[src/rtl/router_read_sched.sv]
// Round-robin packet reader over three byte FIFOs. It keeps at most one read in
// flight, registers the output byte, and aborts a packet whose FIFO starves.
module router_read_sched #(
    parameter int MAX_WAIT = 30
) (
    input  logic       clk1,
    input  logic       reset,
    input  logic [2:0] fifo_empty,
    input  logic [7:0] fifo_dout_0,
    input  logic [7:0] fifo_dout_1,
    input  logic [7:0] fifo_dout_2,
    input  logic       pkt_ready_i,
    output logic [2:0] rd_en,
    output logic [7:0] pkt_out,
    output logic       pkt_valid_o,
    output logic       sop_o,
    output logic       eop_o,
    output logic [2:0] grant,
    output logic       busy,
    output logic       err
);

    localparam int CW = (MAX_WAIT < 2) ? 1 : $clog2(MAX_WAIT + 1);
    localparam logic [CW-1:0] WAIT_LAST = CW'(MAX_WAIT - 1);

    typedef enum logic [1:0] {
        S_IDLE = 2'd0,
        S_HDR  = 2'd1,
        S_BODY = 2'd2
    } state_e;

    function automatic logic [1:0] next_idx(input logic [1:0] idx);
        logic [1:0] res;
        if (idx == 2'd2) begin
            res = 2'd0;
        end else begin
            res = idx + 2'd1;
        end
        return res;
    endfunction

    // Search starts one past the previous owner so every FIFO gets a turn.
    function automatic logic [1:0] rr_pick(input logic [1:0] last, input logic [2:0] empty);
        logic [1:0] c0;
        logic [1:0] c1;
        logic [1:0] c2;
        logic [1:0] res;
        c0 = next_idx(last);
        c1 = next_idx(c0);
        c2 = next_idx(c1);
        if (!empty[c0]) begin
            res = c0;
        end else if (!empty[c1]) begin
            res = c1;
        end else begin
            res = c2;
        end
        return res;
    endfunction

    function automatic logic [2:0] to_onehot(input logic [1:0] idx);
        logic [2:0] res;
        case (idx)
            2'd0:    res = 3'b001;
            2'd1:    res = 3'b010;
            2'd2:    res = 3'b100;
            default: res = 3'b000;
        endcase
        return res;
    endfunction

    state_e          state_q,      state_d;
    logic [1:0]      gidx_q,       gidx_d;
    logic [2:0]      grant_q,      grant_d;
    logic [1:0]      last_q,       last_d;
    logic            pend_q,       pend_d;
    logic [1:0]      pend_idx_q,   pend_idx_d;
    logic            pend_sop_q,   pend_sop_d;
    logic            pend_eop_q,   pend_eop_d;
    logic [6:0]      bytes_left_q, bytes_left_d;
    logic [CW-1:0]   wait_q,       wait_d;
    logic [7:0]      pkt_out_q,    pkt_out_d;
    logic            pkt_valid_q,  pkt_valid_d;
    logic            sop_q,        sop_d;
    logic            eop_q,        eop_d;
    logic            err_q,        err_d;

    logic            free_s;
    logic            starved_s;
    logic            can_read_s;
    logic [1:0]      pick_s;
    logic            issue_s;
    logic [1:0]      issue_idx_s;
    logic            hdr_done_s;
    logic            last_rd_s;
    logic            timeout_s;
    logic [7:0]      ret_byte_s;
    logic [2:0]      rd_en_s;

    assign free_s     = !pkt_valid_q || pkt_ready_i;
    assign starved_s  = !pend_q && fifo_empty[gidx_q];
    assign can_read_s = !pend_q && free_s && !fifo_empty[gidx_q];
    assign pick_s     = rr_pick(last_q, fifo_empty);

    // Select the byte returning from the FIFO read issued last cycle.
    always_comb begin
        case (pend_idx_q)
            2'd0:    ret_byte_s = fifo_dout_0;
            2'd1:    ret_byte_s = fifo_dout_1;
            2'd2:    ret_byte_s = fifo_dout_2;
            default: ret_byte_s = 8'h00;
        endcase
    end

    // State register and all datapath flops.
    always_ff @(posedge clk1 or posedge reset) begin
        if (reset) begin
            state_q      <= S_IDLE;
            gidx_q       <= 2'd0;
            grant_q      <= 3'b000;
            last_q       <= 2'd2;
            pend_q       <= 1'b0;
            pend_idx_q   <= 2'd0;
            pend_sop_q   <= 1'b0;
            pend_eop_q   <= 1'b0;
            bytes_left_q <= 7'd0;
            wait_q       <= '0;
            pkt_out_q    <= 8'h00;
            pkt_valid_q  <= 1'b0;
            sop_q        <= 1'b0;
            eop_q        <= 1'b0;
            err_q        <= 1'b0;
        end else begin
            state_q      <= state_d;
            gidx_q       <= gidx_d;
            grant_q      <= grant_d;
            last_q       <= last_d;
            pend_q       <= pend_d;
            pend_idx_q   <= pend_idx_d;
            pend_sop_q   <= pend_sop_d;
            pend_eop_q   <= pend_eop_d;
            bytes_left_q <= bytes_left_d;
            wait_q       <= wait_d;
            pkt_out_q    <= pkt_out_d;
            pkt_valid_q  <= pkt_valid_d;
            sop_q        <= sop_d;
            eop_q        <= eop_d;
            err_q        <= err_d;
        end
    end

    // Next-state logic; also decides whether a read issues this cycle.
    always_comb begin
        state_d     = state_q;
        issue_s     = 1'b0;
        issue_idx_s = gidx_q;
        hdr_done_s  = 1'b0;
        last_rd_s   = 1'b0;
        timeout_s   = 1'b0;
        case (state_q)
            S_IDLE: begin
                if (fifo_empty != 3'b111) begin
                    state_d     = S_HDR;
                    issue_idx_s = pick_s;
                    issue_s     = !pend_q && free_s;
                end else begin
                    state_d = S_IDLE;
                end
            end
            S_HDR: begin
                // With a read pending in HDR, the returning byte is the header.
                if (pend_q) begin
                    hdr_done_s = 1'b1;
                    state_d    = S_BODY;
                end else if (can_read_s) begin
                    issue_s = 1'b1;
                end else if (starved_s && (wait_q == WAIT_LAST)) begin
                    timeout_s = 1'b1;
                    state_d   = S_IDLE;
                end else begin
                    state_d = S_HDR;
                end
            end
            S_BODY: begin
                if (can_read_s) begin
                    issue_s = 1'b1;
                    if (bytes_left_q == 7'd1) begin
                        last_rd_s = 1'b1;
                        state_d   = S_IDLE;
                    end else begin
                        state_d = S_BODY;
                    end
                end else if (starved_s && (wait_q == WAIT_LAST)) begin
                    timeout_s = 1'b1;
                    state_d   = S_IDLE;
                end else begin
                    state_d = S_BODY;
                end
            end
            default: begin
                state_d = S_IDLE;
            end
        endcase
    end

    // Output and datapath next values driven by the decisions above.
    always_comb begin
        rd_en_s      = 3'b000;
        gidx_d       = gidx_q;
        grant_d      = grant_q;
        last_d       = last_q;
        pend_d       = issue_s;
        pend_idx_d   = issue_idx_s;
        pend_sop_d   = issue_s && (state_q != S_BODY);
        pend_eop_d   = last_rd_s;
        bytes_left_d = bytes_left_q;
        wait_d       = wait_q;
        pkt_out_d    = pkt_out_q;
        pkt_valid_d  = pkt_valid_q;
        sop_d        = sop_q;
        eop_d        = eop_q;
        err_d        = timeout_s;

        if (issue_s && !reset) begin
            rd_en_s = to_onehot(issue_idx_s);
        end else begin
            rd_en_s = 3'b000;
        end

        if ((state_q == S_IDLE) && (state_d == S_HDR)) begin
            gidx_d  = pick_s;
            grant_d = to_onehot(pick_s);
        end else if (last_rd_s || timeout_s) begin
            grant_d = 3'b000;
            last_d  = gidx_q;
        end else begin
            grant_d = grant_q;
        end

        if (hdr_done_s) begin
            bytes_left_d = {1'b0, ret_byte_s[7:2]} + 7'd1;
        end else if (issue_s && (state_q == S_BODY)) begin
            bytes_left_d = bytes_left_q - 7'd1;
        end else begin
            bytes_left_d = bytes_left_q;
        end

        // Only true starvation counts; back-pressure stalls leave it alone.
        if (issue_s || (state_d != state_q)) begin
            wait_d = '0;
        end else if (starved_s && (state_q != S_IDLE)) begin
            wait_d = wait_q + CW'(1);
        end else begin
            wait_d = wait_q;
        end

        if (pend_q) begin
            pkt_out_d   = ret_byte_s;
            pkt_valid_d = 1'b1;
            sop_d       = pend_sop_q;
            eop_d       = pend_eop_q;
        end else if (pkt_valid_q && pkt_ready_i) begin
            pkt_valid_d = 1'b0;
            sop_d       = 1'b0;
            eop_d       = 1'b0;
        end else begin
            pkt_valid_d = pkt_valid_q;
        end
    end

    assign rd_en       = rd_en_s;
    assign pkt_out     = pkt_out_q;
    assign pkt_valid_o = pkt_valid_q;
    assign sop_o       = sop_q;
    assign eop_o       = eop_q;
    assign grant       = grant_q;
    assign busy        = (state_q != S_IDLE);
    assign err         = err_q;

endmodule

[config.mk]
export PLATFORM = sky130hd
export DESIGN_NAME = router_read_sched
export DESIGN_NICKNAME = d
export VERILOG_FILES = /design/src/rtl/router_read_sched.sv
export SDC_FILE = /design/constraint.sdc
export NUM_CORES = 1
export LEC_CHECK = 0
export CAP_MARGIN = 20
export CORE_ASPECT_RATIO = 1.25
export CORE_UTILIZATION = 55
export CTS_CLUSTER_DIAMETER = 40
export DETAILED_ROUTE_END_ITERATION = 6
export GPL_ROUTABILITY_DRIVEN = 0
export PLACE_DENSITY = 0.86
export SLEW_MARGIN = 20
export SYNTH_ARGS = -nofsm -noshare
export SYNTH_HDL_FRONTEND = slang
export SYNTH_SLANG_ARGS = --single-unit
[constraint.sdc]
create_clock -name clk1 -period 5.1 [get_ports clk1]
set_input_delay 1.02 -clock clk1 [delete_from_list [all_inputs] [get_ports clk1]]
set_output_delay 1.02 -clock clk1 [all_outputs]
set_load 0.01 [all_outputs]
==> results.md <==
- Fin area: 3030 sq um
- RSZ-0062 raised after global routing: no
- Final TNS setup: 0 ns
- Max_cap viols: 0
- Cts hold-fix bufs: 0
- I/O pins: 49
- CTS tree: yes
- Reg clk slew, reported paths: 0.07 ns
- Setup bufs post-CTS: 0
- Initial DRC Count: 147
- Max-slew violations: 0
- Tmin final: 4.39 ns
- Hold endpoint: sop_o$_DFFE_PP0P_
- Cell Rows: 26
- Die H: 75.4 um
- Worst VDD drop: 0.388 mV
- CP Class: in2out
- Arrival time worst endpoint: 3.37 ns
- R2R Path Start: pend_q$_DFF_PP0_
- Gr usage total: 27.4%
- Drt wl/cell: 15.8 um
- Post-CTS sizing: 0
- Synthesized instance count: 254
- Setup violators final: 0
- Largest family of logic cells by synthesized area: simple AND/OR/NAND/NOR gates
- Layout cells sized above 1: 8.31%
- CTS H-tree lvls: 2
- Buffers on Ports: 48
- Final Net Count: 339
- Dpl cell area: 2890 sq um
- Starting Density: 57.8%
- Crit-path slowest cell: clkdlybuf4s50_1
- Hold path start: pend_sop_q$_DFF_PP0_
- Vias in the first global route: 2,039
- Worst Hold Slack: 0.463 ns
- Post-synth EDFFs: 0
- Initial antenna violation count: 0
- WP buf/inv: 2
- Synth Area in Compound Gates: 18.1%
- Slowest stage delay, CP: 0.56 ns
- Leakage power total: 1.30 nW
- DP Wirelength: 4270 um
- Die ar.: 4570 sq um
- Simple-gate share of the synthesized area: 19.2%
- Worst-margin pin slew: 0.751 ns
- Synthesized Nets: 293
- Post-synthesis adder-cell area fraction: 4.76%
- Clock Sinks: 38
- CP Launch Type: input port
- CP max FO: 6
- CP top delay family: buffers and inverters
- First-pass GRT wire length: 9230 um
- Maximum clock rate: 228 MHz
- Post-synthesis mux area share: 10.4%
- Avg Cell Area, Syn: 9.32 sq um
- Crit share post-route: 86.1%
- Sequential area share after synthesis: 40.2%
- R2R depth: 6
- Fill cells: 313
- Overflow after GRT: 0
- WHS Path Cells: 2
- Slew headroom: 49.9%
- Worst Setup End Kind: primary output
- Status: finished clean
- Num CTS Buffers: 5
- Clock Path Buffers: 2
- Pwr Total: 0.00175 W
- Residual DRC count: 0
- Hold crit path type: reg2reg
- Top FF cell, synth: dfrtp_1
- Critical R2R Capture: wait_q[1]$_DFFE_PP0P_
- Final hold violations: 0
- Async SR Flop Fraction: 100%
- Clock Skew: 0.00384 ns
- CP most frequent cell: clkdlybuf4s50_1
- Chip Width: 60.7 um
- ANT nets after route: 0
- Via count: 2,069
- Core area: 4100 sq um
- Post-synthesis cell type count: 49
- Largest net degree at the start of global routing: 39
- Mapped Area: 2370 sq um
- Routed wire length: 5630 um
- Crit-path cells: clkdlybuf4s50_1 -> mux2i_2 -> o21ai_2 -> o21a_1 -> nor4_1 -> nor3b_1 -> clkdlybuf4s50_1
- CP startpoint: fifo_empty[0]
- Later-pin clock latency in the skew report: 0.29 ns
- Pwr Density: 577 nW/um^2
- Yosys warns: 0
- Area growth from synthesis to layout: 27.9%
- Data required, critical path: 4.08 ns
- Root Buffer: clkbuf_8
- DR vias/cell: 5.80
- TritonRoute pass-1 iters: 4
- Setup slack, reg-to-reg: 2.61 ns
- Post-Synth XOR/XNOR Area: 3.70%
- ANT cells: 0
- Synthesis-stage register bit count: 38
==> through the flow <==
step           std cells  utilization (%)  setup slack (ns)
2_1_floorplan        254                -              1.84
3_3_place_gp         349             70.4             0.804
3_5_place_dp         349             70.4             0.678
4_1_cts              357             73.9             0.688
5_1_grt              357             73.9             0.508
6_report             357             73.9             0.709
==> cell usage in the layout (no fill, tap or decap), drive strengths merged, types with 2 or more instances in the layout <==
| cell type | synthesis | layout |
|---|---|---|
| clkdlybuf4s50 | 0 | 48 |
| ha | 9 | 9 |
| nand3 | 6 | 6 |
| a21oi | 21 | 21 |
| nor2 | 27 | 27 |
| nand3b | 2 | 2 |
| xor2 | 5 | 5 |
| a21o | 3 | 3 |
| nor3 | 8 | 8 |
| nor2b | 2 | 2 |
| clkbuf | 8 | 6 |
| a31oi | 2 | 2 |
| xnor2 | 5 | 5 |
| nor4 | 5 | 5 |
| inv | 12 | 12 |
| nor3b | 2 | 2 |
| o2111ai | 3 | 3 |
| mux2i | 17 | 17 |
| bufinv | 0 | 2 |
| o31ai | 2 | 2 |
| nand2b | 6 | 6 |
| dfrtp | 37 | 37 |
| a2bb2oi | 4 | 4 |
| nand4 | 3 | 3 |
| nand2 | 24 | 24 |
| o21ai | 10 | 10 |
| o211ai | 2 | 2 |
| or3 | 2 | 2 |
| mux2 | 6 | 6 |
| o21a | 6 | 6 |
| and3 | 2 | 2 |
| and2 | 3 | 3 |
==> logic make-up after synthesis <==
logic type | Yosys count
AO/OA/AOI/OAI | 59
XOR/XNOR | 10
adder cells (fa/ha/maj) | 9
buffers and inverters | 22
flip-flops | 38
multiplexers | 23
AND/OR/NAND/NOR | 93
==> area by class of cell <==
cell class                      instances  area (sq um)  share of cell area [%]
Sequential cell                        38           952                    31.4
Timing Repair Buffer                   49           488                    16.1
Inverter                               12          45.0                    1.49
Multi-Input combinational cell        194          1330                    43.9
Clock inverter                          2          60.1                    1.98
Tap cell                               56          70.1                    2.31
Clock buffer                            6          82.6                    2.73
==> cell usage after synthesis, types with 2 or more instances <==
cell	number	area share, %
nor2_1	25	4.0
nor3_1	8	1.7
nor2b_1	2	0.53
mux2_1	2	0.95
and3_1	2	0.53
o2111ai_2	2	1.3
a2bb2oi_1	4	1.5
nand4_1	3	0.79
o211ai_1	2	0.63
mux2_2	3	1.4
nand3b_1	2	0.63
buf_2	2	0.42
nor3b_1	2	0.63
xor2_1	5	1.8
o21ai_0	8	1.7
nand2b_1	6	1.6
nand2_1	24	3.8
a31oi_1	2	0.53
a21oi_1	21	4.4
inv_1	12	1.9
clkbuf_1	8	1.3
xnor2_1	5	1.8
a21o_1	3	0.95
and2_1	2	0.53
dfrtp_1	37	39
nor4_1	4	1.1
mux2i_1	16	6.8
nor2_2	2	0.53
nand3_1	6	1.3
ha_1	9	4.8
o21a_1	6	1.9
or3_1	2	0.53
==> sequential cells by signal, indices dropped and copies added, names as in the netlist <==
register / flops
pend_q: 1
state_q: 2
grant: 3
pend_idx_q: 2
pend_sop_q: 1
sop_o: 1
last_q: 2
pkt_out: 8
eop_o: 1
pkt_valid_o: 1
bytes_left_q: 7
pend_eop_q: 1
wait_q: 5
err: 1
gidx_q: 2
==> layer usage <==
layer	vias up	routed length [um]	track usage, %
li1	997	-	-
met1	990	2290	32.9
met2	67	2890	47.3
met3	15	324	5.77
met4	0	131	11.9
met5	-	0	0
==> power by group <==
group / total, W / leakage [nW] / internal [W] / switching (W)
sequential: 0.000555 / 0.471 / 0.000413 / 0.000143
clock: 0.000315 / 0.0714 / 0.000209 / 0.000107
combinational: 0.000876 / 0.757 / 0.000412 / 0.000464
==> worst min-delay path: stages (launching register included) <==
cell	delay [ns]
dfrtp_1	0.32
nand2_1	0.05
o21ai_0	0.06
==> how the worst max path moves through the flow <==
stage | to | slack, ns | depth (start not counted)
2_1_floorplan | rd_en[1] | 1.84 | 5
3_3_place_gp | rd_en[1] | 0.80 | 7
3_5_place_dp | rd_en[1] | 0.68 | 7
4_1_cts | rd_en[1] | 0.69 | 7
5_1_grt | rd_en[1] | 0.51 | 7
6_report | rd_en[1] | 0.71 | 7
Power figures use the tool's default switching activity.
